### config.mk
export PLATFORM = sky130hd
export DESIGN_NAME = seq_loader
export DESIGN_NICKNAME = d
export VERILOG_FILES = /design/src/rtl/seq_loader.sv
export SDC_FILE = /design/constraint.sdc
export NUM_CORES = 1
export LEC_CHECK = 0
export BUFFER_PORTS_ARGS = -buffer_cell sky130_fd_sc_hd__buf_2
export CAP_MARGIN = 20
export CORE_ASPECT_RATIO = 1.2
export CORE_MARGIN = 2
export CORE_UTILIZATION = 51
export DETAILED_ROUTE_END_ITERATION = 7
export PLACE_DENSITY_LB_ADDON = 0.12
export SYNTH_ARGS = -nofsm -noshare
export SYNTH_HDL_FRONTEND = slang
export SYNTH_SLANG_ARGS = --single-unit
### constraint.sdc
create_clock -name clk -period 2.3 [get_ports clk]
set_input_delay 0.69 -clock clk [delete_from_list [all_inputs] [get_ports clk]]
set_output_delay 0.69 -clock clk [all_outputs]
set_load 0.005 [all_outputs]
### src/rtl/seq_loader.sv
// UART byte stream to 3-bit nucleotide codes for sequence memories A and B.
// Optional feature macro: LOWERCASE_EN (accept g/c/a/t as well as G/C/A/T).
module seq_loader #(
    parameter int N       = 8,
    parameter int MAX_LEN = 16,
    parameter int AW      = $clog2(MAX_LEN),
    parameter int LW      = $clog2(MAX_LEN + 1)
) (
    input  logic          clk,
    input  logic          rst,
    input  logic [N-1:0]  Rxdata_out,
    input  logic          rx_valid,
    input  logic          start,
    output logic          wr_en,
    output logic          wr_sel,
    output logic [AW-1:0] wr_addr,
    output logic [2:0]    char,
    output logic [LW-1:0] len_a,
    output logic [LW-1:0] len_b,
    output logic          busy,
    output logic          done,
    output logic          err_invalid,
    output logic          err_overflow
);

    typedef enum logic [1:0] {IDLE, LOAD_A, LOAD_B, DONE} state_t;

    state_t        state;
    logic [7:0]    lo;
    logic          hi_zero;
    logic [2:0]    code;
    logic          is_term;
    logic [LW-1:0] cur_len;
    logic          loading;

    assign lo      = Rxdata_out[7:0];
    assign hi_zero = ((Rxdata_out >> 8) == '0);
    assign loading = (state == LOAD_A) || (state == LOAD_B);
    assign cur_len = (state == LOAD_B) ? len_b : len_a;

    always_comb begin
        code    = '0;
        is_term = 1'b0;
        if (hi_zero) begin
            case (lo)
                8'h47: code = 3'b001;
                8'h43: code = 3'b110;
                8'h41: code = 3'b100;
                8'h54: code = 3'b011;
`ifdef LOWERCASE_EN
                8'h67: code = 3'b001;
                8'h63: code = 3'b110;
                8'h61: code = 3'b100;
                8'h74: code = 3'b011;
`endif
                8'h0A, 8'h0D: is_term = 1'b1;
                default: ;
            endcase
        end
    end

    always_ff @(posedge clk) begin
        if (rst) begin
            state        <= IDLE;
            wr_en        <= 1'b0;
            wr_sel       <= 1'b0;
            wr_addr      <= '0;
            char         <= '0;
            len_a        <= '0;
            len_b        <= '0;
            busy         <= 1'b0;
            done         <= 1'b0;
            err_invalid  <= 1'b0;
            err_overflow <= 1'b0;
        end else begin
            wr_en <= 1'b0;
            char  <= '0;
            if (start) begin
                // start wins over a coincident byte, which is dropped
                state        <= LOAD_A;
                busy         <= 1'b1;
                done         <= 1'b0;
                len_a        <= '0;
                len_b        <= '0;
                err_invalid  <= 1'b0;
                err_overflow <= 1'b0;
            end else if (rx_valid && loading) begin
                if (code != 3'b000) begin
                    if (cur_len < LW'(MAX_LEN)) begin
                        wr_en   <= 1'b1;
                        wr_sel  <= (state == LOAD_B);
                        wr_addr <= cur_len[AW-1:0];
                        char    <= code;
                        if (state == LOAD_B) len_b <= len_b + LW'(1);
                        else                 len_a <= len_a + LW'(1);
                    end else begin
                        err_overflow <= 1'b1;
                    end
                end else if (is_term) begin
                    // empty-line terminators (e.g. LF of CRLF) are ignored
                    if (cur_len != '0) begin
                        if (state == LOAD_A) begin
                            state <= LOAD_B;
                        end else begin
                            state <= DONE;
                            busy  <= 1'b0;
                            done  <= 1'b1;
                        end
                    end
                end else begin
                    err_invalid <= 1'b1;
                end
            end
        end
    end

endmodule

**Word level (Yosys, flattened, before mapping)**

Index checks and enable logic that the tools add are counted.

- Flip-flop bits (word level): 25
- Latch bits: 0
- Memory bits (writable): 0
- ROM bits: 0
- Input bits: 12
- Logic and storage cells: 68
- Memories kept: 0

- $add $sub $neg: 2
- Multipliers: 0
- Div/mod/pow operators: 0
- Order comparisons: 1
- Equal/unequal tests: 10
- Shift operators: 0
- Muxes and demuxes: 16
- Bitwise operators: 7
- Reductions and logical operators: 20

Operators with widths:

| operator | number |
|---|---|
| == test 8 x 7 -> 1 bit (second input constant) | 4 |
| AND reduction 4 bit | 5 |
| == test 8 x 4 -> 1 bit (second input constant) | 2 |
| 2-to-1 mux 1 bit | 14 |
| case mux 3 bit (4 select lines) | 1 |
| adder 5 x 1 -> 5 bit (second input constant) | 2 |
| AND reduction 5 bit | 2 |
| NOT 1 bit | 7 |
| AND reduction 3 bit | 2 |
| nonzero test 2 bit | 3 |
| less-than comparator 5 bit (second input constant) | 1 |
| 2-to-1 mux 5 bit | 1 |
| nonzero test 5 bit | 1 |
| OR reduction 5 bit | 1 |
| inequality test 2 bit (second input constant) | 2 |
| OR reduction 2 bit | 2 |
| OR reduction 4 bit | 1 |
| nonzero test 3 bit | 1 |
| == test 2 x 1 -> 1 bit (second input constant) | 1 |
| == test 2 bit (second input constant) | 1 |
| logical AND 1 bit | 1 |
| logical OR 1 bit | 1 |

**Longest topological paths before layout**

Gate-level depths: netlist of the first run.

- Depth in word-level cells: 8
- Mapped depth: 8
- Gate-level depth less buffers: 7

**Worst setup path before layout of the first run**

Ideal clock, no wire load.

- Path type: input-to-reg
- Start: input Rxdata_out[3]
- End: register state[0]
- Setup time: 0.070 ns
- Arrival: 2.044 ns
- Required time: 2.230 ns
- Setup slack: 0.185 ns
- Cell stages on the path: 5
- Cells stage by stage: or4b_1 > buf_6 > o2111ai_4 > mux2_1 > a21oi_1

- Word-level cells in the longest chain between the ends: 5

Ends and longest elaborated chain:

| what | RTL line | RTL |
|---|---|---|
| start: declaration | 11 | `input logic [N-1:0] Rxdata_out,` |
| == test 8 x 7 -> 1 bit or == test 8 x 4 -> 1 bit (tied branches) | 45 | `case (lo)` |
| case mux 3 bit (4 select lines) or OR reduction 2 bit (tied branches) | 45 |  |
| nonzero test 3 bit or 2-to-1 mux 1 bit (tied branches) | 88, 45 |  |
| inequality test 2 bit (no source line) or nonzero test 2 bit (tied branches) | n/a |  |
| AND reduction 4 bit (no source line) * | n/a |  |
| end signal: assignment | 64 | `state <= IDLE;` |
| end signal: assignment | 103 | `state <= LOAD_B;` |
| end signal: assignment | 105 | `state <= DONE;` |
| end: declaration | 28 | `state_t state;` |

Mark *: on every way between the ends. The rest lies on a longest branch, timed or not.
A chain may end at the register's enable or synchronous reset.

**Final worst setup path of the first run**

Ends and elaborated chain as after synthesis.

==> results.rst, run 1 <==
.. list-table::
   :header-rows: 1

   * - Metric
     - Value
   * - Post-synth EDFFs
     - 0
   * - Pwr Density
     - 454 nW/µm²
   * - Number of global-route vias before repair
     - 1091
   * - Initial core utilization
     - 0.521
   * - Tot Pwr
     - 0.708 mW
   * - TritonCTS clock tree
     - yes
   * - Area taken by multi-input logic gates
     - 752 µm²
   * - Non-Filler Cell Area, Final
     - 1560 µm²
   * - Wire length of the first global-routing pass
     - 4670 µm
   * - Most common cell after layout, fill and taps aside
     - buf_2
   * - Placer's final routability congestion estimate
     - 0.821
   * - Worst max-slew margin expressed relative to the limit
     - 0.766
   * - Maximum number of pins on one net before global-route repair
     - 16
   * - Yosys reg bits
     - 25
   * - Startpoint-to-endpoint class of the critical path
     - in2reg
   * - Number of core rows
     - 20
   * - Number of diodes added for antenna fixing
     - 0
   * - Global route overflow
     - 0
   * - Register cell area after layout
     - 500 µm²
   * - Average wire per cell in the routed design
     - 13.6 µm
   * - Number of port buffers
     - 34
   * - Reg2Reg Launch Point
     - state[0]
   * - Run status
     - finished clean
   * - Total standard cell area after synthesis
     - 1290 µm²
   * - Number of remaining DRC errors
     - 0
   * - Count of nets after finishing
     - 190
   * - Critical path launch point type
     - input port
   * - Final Routed Wirelength
     - 2810 µm
   * - Drt first pass iters
     - 4
   * - Area fraction of the dominant cell type after synthesis
     - 0.388
   * - Std-Cell Core Area
     - 2480 µm²
   * - Syn Nets
     - 148
   * - Cts repair resizes
     - 0
   * - Count of H-tree levels built during CTS
     - 1
   * - Number of buffers created by CTS
     - 3
   * - Flop2flop setup slack
     - 330 ps
   * - Share of async-settable or async-resettable flops after synthesis
     - 0
   * - Transition time at the pin with the least slew margin
     - 351 ps
   * - Setup tns final
     - 0 ps
   * - Highest achievable clock rate
     - 505 MHz
   * - Mean instance size in the synthesized netlist
     - 9.78 µm²
   * - Final Cycle Share
     - 0.860
   * - Hold Path Sink
     - err_invalid
   * - Via density per instance
     - 5.51
   * - Layout Area Growth over Synthesis
     - 20.9%
   * - Height of the die
     - 59.1 µm
   * - Main flop type after synthesis
     - dfxtp_1
   * - Antenna viol nets, final
     - 0
   * - GRT Util Overall
     - 0.211
   * - Floorplan die area
     - 2950 µm²
   * - RSZ-0062 raised after global routing
     - false
   * - Detailed router's first-iteration violation count
     - 15
   * - Proportion of synthesized chip area in sequential cells
     - 0.388
   * - Gate count after technology mapping
     - 132
   * - Setup Viol. Count Final
     - 0
   * - Count of distinct cell types in the synthesized netlist
     - 48
   * - Data arrival time at the worst-slack endpoint
     - 2260 ps
   * - Worst EP required
     - 2580 ps
   * - Launch point of the worst hold path
     - err_invalid
   * - Final core utilization
     - 0.630
   * - Peak ir drop on the vdd network
     - 0.461 mV
   * - Period minus WS final
     - 1980 ps
   * - Dpl cell area
     - 1530 µm²
   * - Cell depth of the worst min-delay path
     - 2
   * - Placed Instances
     - 202
   * - Yosys warning total
     - 0
   * - Max Cap Viol
     - 0
   * - Final critical-path setup slack
     - 321 ps
   * - Hold Worst Slack
     - 480 ps
   * - Classification of the worst-slack hold path
     - reg2reg
   * - Max-slew violation count
     - 0
   * - CTS Hold Bufs
     - 0
   * - Origin of the worst setup path
     - Rxdata_out[3]
   * - Post-DP HPWL
     - 2230 µm
   * - Die span in x
     - 49.9 µm
   * - Endpoint of the worst register-to-register path
     - wr_addr[2]
   * - Number of standard cells in the layout, taps in and fillers out
     - 206
   * - Filler Cell Count
     - 236
   * - Clock network latency to the later pin of the worst-skew pair
     - 330 ps
   * - Final Skew
     - 5.69 ps
   * - Placement Setup Slack
     - -43.3 ps
   * - Clock root cell
     - clkbuf_4
   * - Number of vias after detailed routing
     - 1136
   * - Clock tree sinks
     - 25
   * - Leading cell types in the layout, fill and taps excluded
     - buf_2, dfxtp_1, nor2_1, a21oi_1, buf_4
   * - Share of post-route cells with drive strength above 1
     - 0.335
   * - Cell leakage power
     - 0.722 nW
   * - Final hold violation count
     - 0
   * - Cell accounting for the most synthesized area
     - dfxtp_1
   * - Number of antenna violations at the first check in global routing
     - 0
   * - Top Ports
     - 35
   * - Clock transition at path regs
     - 140 ps
   * - Setup bufs post-CTS
     - 0
   * - Cells taking the most area after synthesis
     - dfxtp_1, nor2_1, mux2i_1
   * - CP endpoint kind
     - register
   * - Number of buffers on the longest clock path
     - 2
   * - Largest driver fanout on the critical path
     - 5
   * - Depth of the most critical reg-to-reg path
     - 7
[flip-flops by register name (all words and copies together), names as in the netlist]
register	count
len_a	5
len_b	5
wr_addr	4
char	3
state	2
busy	1
done	1
err_invalid	1
err_overflow	1
wr_en	1
wr_sel	1
[area by class of cell]
type	count	share of cell area
clock inverter	1	0.00481
inverter	4	0.00962
clock buffer	3	0.0144
tap	33	0.0264
sequential	25	0.321
multi-input combinational	99	0.482
timing repair buffer	41	0.143
[per-layer routing]
metal | up-vias | wire [µm] | track usage | share of wire
li1 | 568 | - | - | -
met1 | 529 | 1180 | 0.231 | 0.42
met2 | 34 | 1430 | 0.379 | 0.51
met3 | 5 | 145 | 0.0379 | 0.052
met4 | 0 | 51 | 0.127 | 0.018
met5 | - | 0 | 0 | 0
[Yosys cell counts (3+ instances only)]
| cell type | instances |
|---|---|
| a21oi_1 | 8 |
| dfxtp_1 | 25 |
| nor2_1 | 17 |
| nand3_1 | 3 |
| mux2i_1 | 6 |
| nor4_1 | 3 |
| or3_1 | 4 |
| o21ai_0 | 3 |
| inv_1 | 4 |
| nand2b_1 | 5 |
| ha_1 | 4 |
| mux2_2 | 5 |
| nor3b_1 | 3 |
[worst max-delay path by stage]
| stage | to | depth (start not counted) |
|---|---|---|
| after global placement | len_a[1] | 6 |
| after detailed placement | state[0] | 5 |
| after global routing | wr_addr[0] | 7 |
| final | state[0] | 5 |
| after floorplan | state[0] | 5 |
| after CTS | len_b[4] | 6 |
[power by group]
group | internal [mW] | leakage, nW | switching, mW | total (mW)
registers | 0.436 | 0.202 | 0.00136 | 0.438
logic | 0.0270 | 0.506 | 0.0374 | 0.0644
clock network | 0.0668 | 0.0139 | 0.140 | 0.206
[kinds of logic after synthesis]
kind of cell / count (synthesis) / synth area share
AO/OA/AOI/OAI: 23 / 0.139
buffers and inverters: 8 / 0.0300
adder cells (fa/ha/maj): 4 / 0.0388
XOR/XNOR: 3 / 0.0204
flip-flops: 25 / 0.388
multiplexers: 12 / 0.0988
AND/OR/NAND/NOR: 57 / 0.286
[critical path: stages]
cell,delay (ps)
buf_2,100
or4b_1,710
o2111ai_4,270
mux2_1,340
a21oi_1,140
No activity file was read; power rests on OpenSTA's default activity.
==> run 2, diff against run 1 <==
--- a/config.mk
+++ b/config.mk
@@ -9,7 +9,7 @@
 export CAP_MARGIN = 20
 export CORE_ASPECT_RATIO = 1.2
 export CORE_MARGIN = 2
-export CORE_UTILIZATION = 51
+export CORE_UTILIZATION = 55
 export DETAILED_ROUTE_END_ITERATION = 7
 export PLACE_DENSITY_LB_ADDON = 0.12
 export SYNTH_ARGS = -nofsm -noshare
==> constraint.sdc (replaced) <==
create_clock -name clk -period 2.4 [get_ports clk]
set_input_delay 0.72 -clock clk [delete_from_list [all_inputs] [get_ports clk]]
set_output_delay 0.72 -clock clk [all_outputs]
set_load 0.005 [all_outputs]
==> run 2 against run 1 <==
Total power decreased by 4.5%. Sequential power fell by 4%. Critical path depth stayed put. Core utilization is 5.2 points higher. Non-clock buffer count shrank 2. Design area shrank 1.3%. Sequential cell count unchanged. Register-to-register slack better by 40 ps. Count of clock-buffer cells in the layout is the same. Sequential share of layout area increased by 0.42 points. Combinational power shrank 5.9%. Clock skew is 2.8 ps lower. Critical path type unchanged. Critical endpoint unchanged. Largest cell class unchanged.
==> results.rst, run 2 (synthesis results as in run 1) <==
.. list-table::
   :header-rows: 1

   * - Metric
     - Value
   * - Startpoint-to-endpoint class of the critical path
     - in2reg
   * - Largest driver fanout on the critical path
     - 6 (+1)
   * - Antenna viol nets, final
     - 0 (unchanged)
   * - Max-slew violation count
     - 0 (unchanged)
   * - Number of core rows
     - 19 (-5.0%)
   * - Number of port buffers
     - 34 (unchanged)
   * - CTS Hold Bufs
     - 0 (unchanged)
   * - Worst max-slew margin expressed relative to the limit
     - 0.756 (-0.0102)
   * - Setup Viol. Count Final
     - 0 (unchanged)
   * - Top Ports
     - 35 (unchanged)
   * - Pwr Density
     - 439 nW/µm² (-3.3%)
   * - Tot Pwr
     - 0.676 mW (-4.5%)
   * - Via density per instance
     - 5.64 (+2.2%)
   * - Clock root cell
     - clkbuf_4
   * - Peak ir drop on the vdd network
     - 0.460 mV (-0.12%)
   * - Max Cap Viol
     - 0 (unchanged)
   * - Setup tns final
     - 0 ps (unchanged)
   * - Count of H-tree levels built during CTS
     - 1 (unchanged)
   * - Launch point of the worst hold path
     - done
   * - Average wire per cell in the routed design
     - 13.4 µm (-1.8%)
   * - Final hold violation count
     - 0 (unchanged)
   * - Leading cell types in the layout, fill and taps excluded
     - buf_2, dfxtp_1, nor2_1, a21oi_1, mux2i_1
   * - Number of remaining DRC errors
     - 0 (unchanged)
   * - Most common cell after layout, fill and taps aside
     - buf_2
   * - Clock network latency to the later pin of the worst-skew pair
     - 330 ps (about the same)
   * - Initial core utilization
     - 0.572 (+0.0505)
   * - Origin of the worst setup path
     - Rxdata_out[3]
   * - TritonCTS clock tree
     - yes
   * - Transition time at the pin with the least slew margin
     - 366 ps (+15.2 ps)
   * - Detailed router's first-iteration violation count
     - 24 (+9)
   * - Number of vias after detailed routing
     - 1139 (+0.26%)
   * - Largest registers
     - len_a x5, len_b x5, wr_addr x4
   * - Layout Area Growth over Synthesis
     - 19.4%
   * - Cts repair resizes
     - 0 (unchanged)
   * - RSZ-0062 raised after global routing
     - false
   * - Global route overflow
     - 0 (unchanged)
   * - Highest achievable clock rate
     - 484 MHz
   * - Number of standard cells in the layout, taps in and fillers out
     - 202 (-1.9%)
   * - Period minus WS final
     - 2060 ps
   * - Number of antenna violations at the first check in global routing
     - 0 (unchanged)
   * - Final Routed Wirelength
     - 2700 µm (-3.7%)
   * - Floorplan die area
     - 2750 µm² (-6.8%)
   * - Final Cycle Share
     - 0.860
   * - Classification of the worst-slack hold path
     - reg2reg
   * - Number of diodes added for antenna fixing
     - 0 (unchanged)
   * - Number of buffers created by CTS
     - 3 (unchanged)
   * - Number of buffers on the longest clock path
     - 2 (unchanged)
   * - Critical path launch point type
     - input port
   * - GRT Util Overall
     - 0.228 (+0.0168)
   * - Run status
     - finished clean
   * - Final critical-path setup slack
     - 335 ps (+14.0 ps)
   * - CP endpoint kind
     - register
   * - Maximum number of pins on one net before global-route repair
     - 15 (-1)
   * - Reg2Reg Launch Point
     - state[0]
   * - Cell leakage power
     - 0.718 nW (-0.58%)
   * - Setup bufs post-CTS
     - 0 (unchanged)
   * - Drt first pass iters
     - 4 (unchanged)
   * - Die span in x
     - 48.2 µm (-3.4%)
   * - Height of the die
     - 57.1 µm (-3.5%)
   * - Placement Setup Slack
     - -23.3 ps (+20.0 ps)
   * - Worst EP required
     - 2680 ps (+100 ps)
   * - Clock tree sinks
     - 25 (unchanged)
   * - Placed Instances
     - 198 (-2.0%)
   * - Post-DP HPWL
     - 2130 µm (-4.7%)
   * - Data arrival time at the worst-slack endpoint
     - 2340 ps (+80 ps)
   * - Wire length of the first global-routing pass
     - 4620 µm (-1.2%)
   * - Final Skew
     - 2.91 ps (-2.78 ps)
   * - Share of post-route cells with drive strength above 1
     - 0.327 (-0.00777)
   * - Std-Cell Core Area
     - 2260 µm² (-8.8%)
   * - Count of nets after finishing
     - 188 (-1.1%)
   * - Placer's final routability congestion estimate
     - 0.797 (-2.9%)
   * - Clock transition at path regs
     - 140 ps (about the same)
   * - Number of global-route vias before repair
     - 1041 (-4.6%)
==> run 2: cell count changes in the layout (fill, tap and decap cells not counted), sizes merged <==
cell / previous run / this run
buf: 41 / 39
clkinv: 0 / 1
clkinvlp: 1 / 0
==> run 2: where the power goes <==
group | leakage, nW | total [mW] | internal, mW | switching (mW)
clock network | 0.0177 | 0.196 | 0.0628 | 0.133
registers | 0.202 | 0.419 | 0.418 | 0.00130
logic | 0.498 | 0.0606 | 0.0255 | 0.0351
total | 0.718 | 0.676 | 0.506 | 0.170
==> run 2: path summary, 6_finish.rpt <==
kind         slack (ps)    endpoint  cells past startpoint
max                 340    state[0]                      5
min                 470        done                      1
max reg2reg         370  wr_addr[3]                      7
min reg2reg         470        done                      1
==> run 2: layout make-up <==
cell class | count | area [µm²]
Clock buffer | 3 | 22.5
Timing Repair Buffer | 39 | 208
Multi-Input combinational cell | 99 | 752
Clock inverter | 1 | 5.00
Tap cell | 31 | 38.8
Fill cell | 201 | 717
Sequential cell | 25 | 500
Inverter | 4 | 15.0
==> run 2: worst max-delay path, cell delays in order <==
cell	delay (ps)
buf_2	110
or4b_1	720
o2111ai_4	310
mux2_1	350
a21oi_1	130
==> run 2: per-stage QoR <==
stage	utilization	area [µm²]	hold slack [ps]
after floorplan	-	1290	453
after global placement	0.670	1510	443
after detailed placement	0.670	1510	448
after CTS	0.683	1540	481
after global routing	0.683	1540	521
final	0.683	1540	475
==> run 2: metal layers <==
metal  wire length, µm  vias up  track usage
met5                 0        -            0
met1              1250      550        0.308
met2              1340       24        0.355
met4                34        0       0.0811
li1                  -      562            -
met3                76        3       0.0380
==> run 3, diff against run 2 <==
==> config.mk (replaced) <==
export PLATFORM = sky130hd
export DESIGN_NAME = seq_loader
export DESIGN_NICKNAME = d
export VERILOG_FILES = /design/src/rtl/seq_loader.sv
export SDC_FILE = /design/constraint.sdc
export NUM_CORES = 1
export LEC_CHECK = 0
export CAP_MARGIN = 20
export CORE_ASPECT_RATIO = 0.9
export CORE_MARGIN = 2
export CORE_UTILIZATION = 55
export DETAILED_ROUTE_END_ITERATION = 7
export DONT_BUFFER_PORTS = 1
export PLACE_DENSITY_LB_ADDON = 0.2
export SYNTH_ARGS = -nofsm -noshare
export SYNTH_HDL_FRONTEND = slang
export SYNTH_SLANG_ARGS = --single-unit
==> run 3 against run 2 <==
Die area barely moved. Via count fell by 15%. Sequential share of layout area rose by 4.8 points. Critical path depth rose by 2. Design area fell by 13%. Count of clock-buffer cells in the layout rose by 1. Clock skew barely moved. Fmax fell by 1.1%. Cell count fell by 20%. First-iteration DRC count fell by 29%. Clock power fell by 8%. Critical path type is now reg2reg. Critical endpoint is now wr_addr[0]. Largest cell class unchanged.
==> results.rst, run 3 (synthesis results as in run 1) <==
.. list-table::
   :header-rows: 1

   * - Metric
     - Value
   * - Global-route track usage on met1
     - 0.288 (-0.0200)
   * - Final Skew
     - 2.50 ps (-0.410 ps)
   * - Drt first pass iters
     - 5 (+1)
   * - Worst EP required
     - 2620 ps (-60 ps)
   * - Cts repair resizes
     - 0 (unchanged)
   * - Peak ir drop on the vdd network
     - 0.316 mV (-31%)
   * - Pwr Density
     - 476 nW/µm² (+8.6%)
   * - Final Cycle Share
     - 0.870 (+0.00946)
   * - Placer's final routability congestion estimate
     - 0.804 (+0.90%)
   * - Clock root cell
     - clkbuf_4
   * - Number of buffers created by CTS
     - 3 (unchanged)
   * - Initial core utilization
     - 0.586 (+0.0146)
   * - Max Cap Viol
     - 0 (unchanged)
   * - Top Ports
     - 35 (unchanged)
   * - Largest registers
     - len_a x5, len_b x5, wr_addr x4
   * - Number of global-route vias before repair
     - 907 (-13%)
   * - Max-slew violation count
     - 0 (unchanged)
   * - Clock tree sinks
     - 25 (unchanged)
   * - Clock transition at path regs
     - 120 ps (-20 ps)
   * - Wire length of the first global-routing pass
     - 4230 µm (-8.4%)
   * - Number of core rows
     - 16 (-3)
   * - Run status
     - finished clean
   * - Classification of the worst-slack hold path
     - in2reg
   * - Number of port buffers
     - 0 (-100%)
   * - Combinational share of power
     - 0.062 (-0.028)
   * - Met2 track demand over resource in global routing
     - 0.315 (-0.0398)
   * - Net Switching
     - 0.139 mW (-18%)
   * - Hold Worst Slack
     - 457 ps (-17.9 ps)
   * - Net switching share of the total power
     - 0.218 (-0.0333)
   * - Count of H-tree levels built during CTS
     - 1 (unchanged)
   * - TritonCTS clock tree
     - yes
   * - Period minus WS final
     - 2090 ps (+22.7 ps)
   * - Count of nets after finishing
     - 151 (-20%)
   * - Area taken by multi-input logic gates
     - 752 µm² (unchanged)
   * - Die span in x
     - 55.1 µm (+14%)
   * - Register cell area after layout
     - 500 µm² (unchanged)
   * - Busiest layer in global routing
     - met2
   * - Std-Cell Core Area
     - 2200 µm² (-2.5%)
   * - Average wire per cell in the routed design
     - 15.0 µm (+13%)
   * - Number of antenna violations at the first check in global routing
     - 0 (unchanged)
   * - Cell leakage power
     - 0.530 nW (-26%)
   * - Detailed router's first-iteration violation count
     - 17 (-29%)
   * - Number of vias after detailed routing
     - 973 (-15%)
   * - Highest achievable clock rate
     - 479 MHz (-1.1%)
   * - Number of buffers on the longest clock path
     - 2 (unchanged)
   * - CP endpoint kind
     - register
   * - GRT Util Overall
     - 0.210 (-0.0179)
   * - RSZ-0062 raised after global routing
     - false
   * - Transition time at the pin with the least slew margin
     - 475 ps (+109 ps)
   * - Filler Cell Count
     - 204 (+1.5%)
   * - Power share of the clock group
     - 0.282 (-0.008)
   * - Leading cell types in the layout, fill and taps excluded
     - dfxtp_1, nor2_1, a21oi_1, mux2i_1
   * - Setup tns final
     - 0 ps (unchanged)
   * - Clock network latency to the later pin of the worst-skew pair
     - 310 ps (-20 ps)
   * - Post-DP HPWL
     - 1890 µm (-11%)
   * - Floorplan die area
     - 2750 µm² (about the same)
   * - Final hold violation count
     - 0 (unchanged)
   * - Most common cell after layout, fill and taps aside
     - dfxtp_1
   * - Number of remaining DRC errors
     - 0 (unchanged)
   * - Height of the die
     - 50.0 µm (-12%)
   * - Maximum number of pins on one net before global-route repair
     - 15 (unchanged)
   * - Via density per instance
     - 6.04 (+7.2%)
   * - Share of post-route cells with drive strength above 1
     - 0.134 (-0.193)
   * - Global route overflow
     - 0 (unchanged)
   * - Startpoint-to-endpoint class of the critical path
     - reg2reg
   * - Antenna viol nets, final
     - 0 (unchanged)
   * - Data arrival time at the worst-slack endpoint
     - 2310 ps (-30 ps)
   * - Proportion of power drawn by flip-flops and latches
     - 0.656 (+0.036)
   * - Layout Area Growth over Synthesis
     - 3.97%
   * - Met3 routing resource usage after global routing
     - 0.0788 (+0.0408)
   * - Largest driver fanout on the critical path
     - 14 (+8)
   * - CTS Hold Bufs
     - 0 (unchanged)
   * - Critical path launch point type
     - register
   * - Worst max-slew margin expressed relative to the limit
     - 0.683 (-0.0727)
   * - Setup Viol. Count Final
     - 0 (unchanged)
   * - Number of diodes added for antenna fixing
     - 0 (unchanged)
   * - Setup bufs post-CTS
     - 0 (unchanged)
   * - Internal power
     - 0.500 mW (-1.2%)
   * - Final Routed Wirelength
     - 2420 µm (-10%)
   * - Final core utilization
     - 0.610 (-0.0729)
run 3: power groups by stage:
stage / Combinational, mW / Sequential, mW / Clock [mW]
after CTS: 0.0398 / 0.420 / 0.189
after global placement: 0.0384 / 0.429 / 0
final: 0.0394 / 0.420 / 0.180
after detailed placement: 0.0394 / 0.429 / 0
after floorplan: 0.0353 / 0.429 / 0
after global routing: 0.0440 / 0.421 / 0.206
run 3: per-stage QoR:
stage               worst slack (ps)  instances  instance area, µm²  power (mW)
floorplan                        255        132                1290       0.464
global placement                 143        157                1320       0.467
detailed placement               106        157                1320       0.468
CTS                              327        161                1340       0.648
global route                     123        161                1340       0.671
finish                           312        161                1340       0.639
run 3: critical path, stage by stage (launching register included):
cell     delay [ps]
dfxtp_1         340
inv_1            70
ha_1            450
mux2_2          420
nor3_1          140
nand3_1         280
mux2i_1         240
nor2_1           50
run 3: worst paths after layout:
| path | from | to | slack [ps] | depth (start not counted) |
|---|---|---|---|---|
| hold / removal | rst | state[0] | 460 | 1 |
| setup reg to reg | state[0] | wr_addr[0] | 310 | 7 |
| hold reg to reg | busy | busy | 520 | 2 |
| setup / recovery | state[0] | wr_addr[0] | 310 | 7 |
run 3: cell type report:
type	instances	share of cell area
Clock buffer	4	0.0196
Inverter	4	0.0112
Multi-Input combinational cell	99	0.560
Sequential cell	25	0.373
Tap cell	27	0.0252
Timing Repair Buffer	2	0.0112
run 3: routing by layer:
| layer | part of all wire | vias up |
|---|---|---|
| li1 | - | 493 |
| met1 | 0.46 | 445 |
| met2 | 0.46 | 35 |
| met3 | 0.083 | 0 |
| met4 | 0 | 0 |
| met5 | 0 | - |
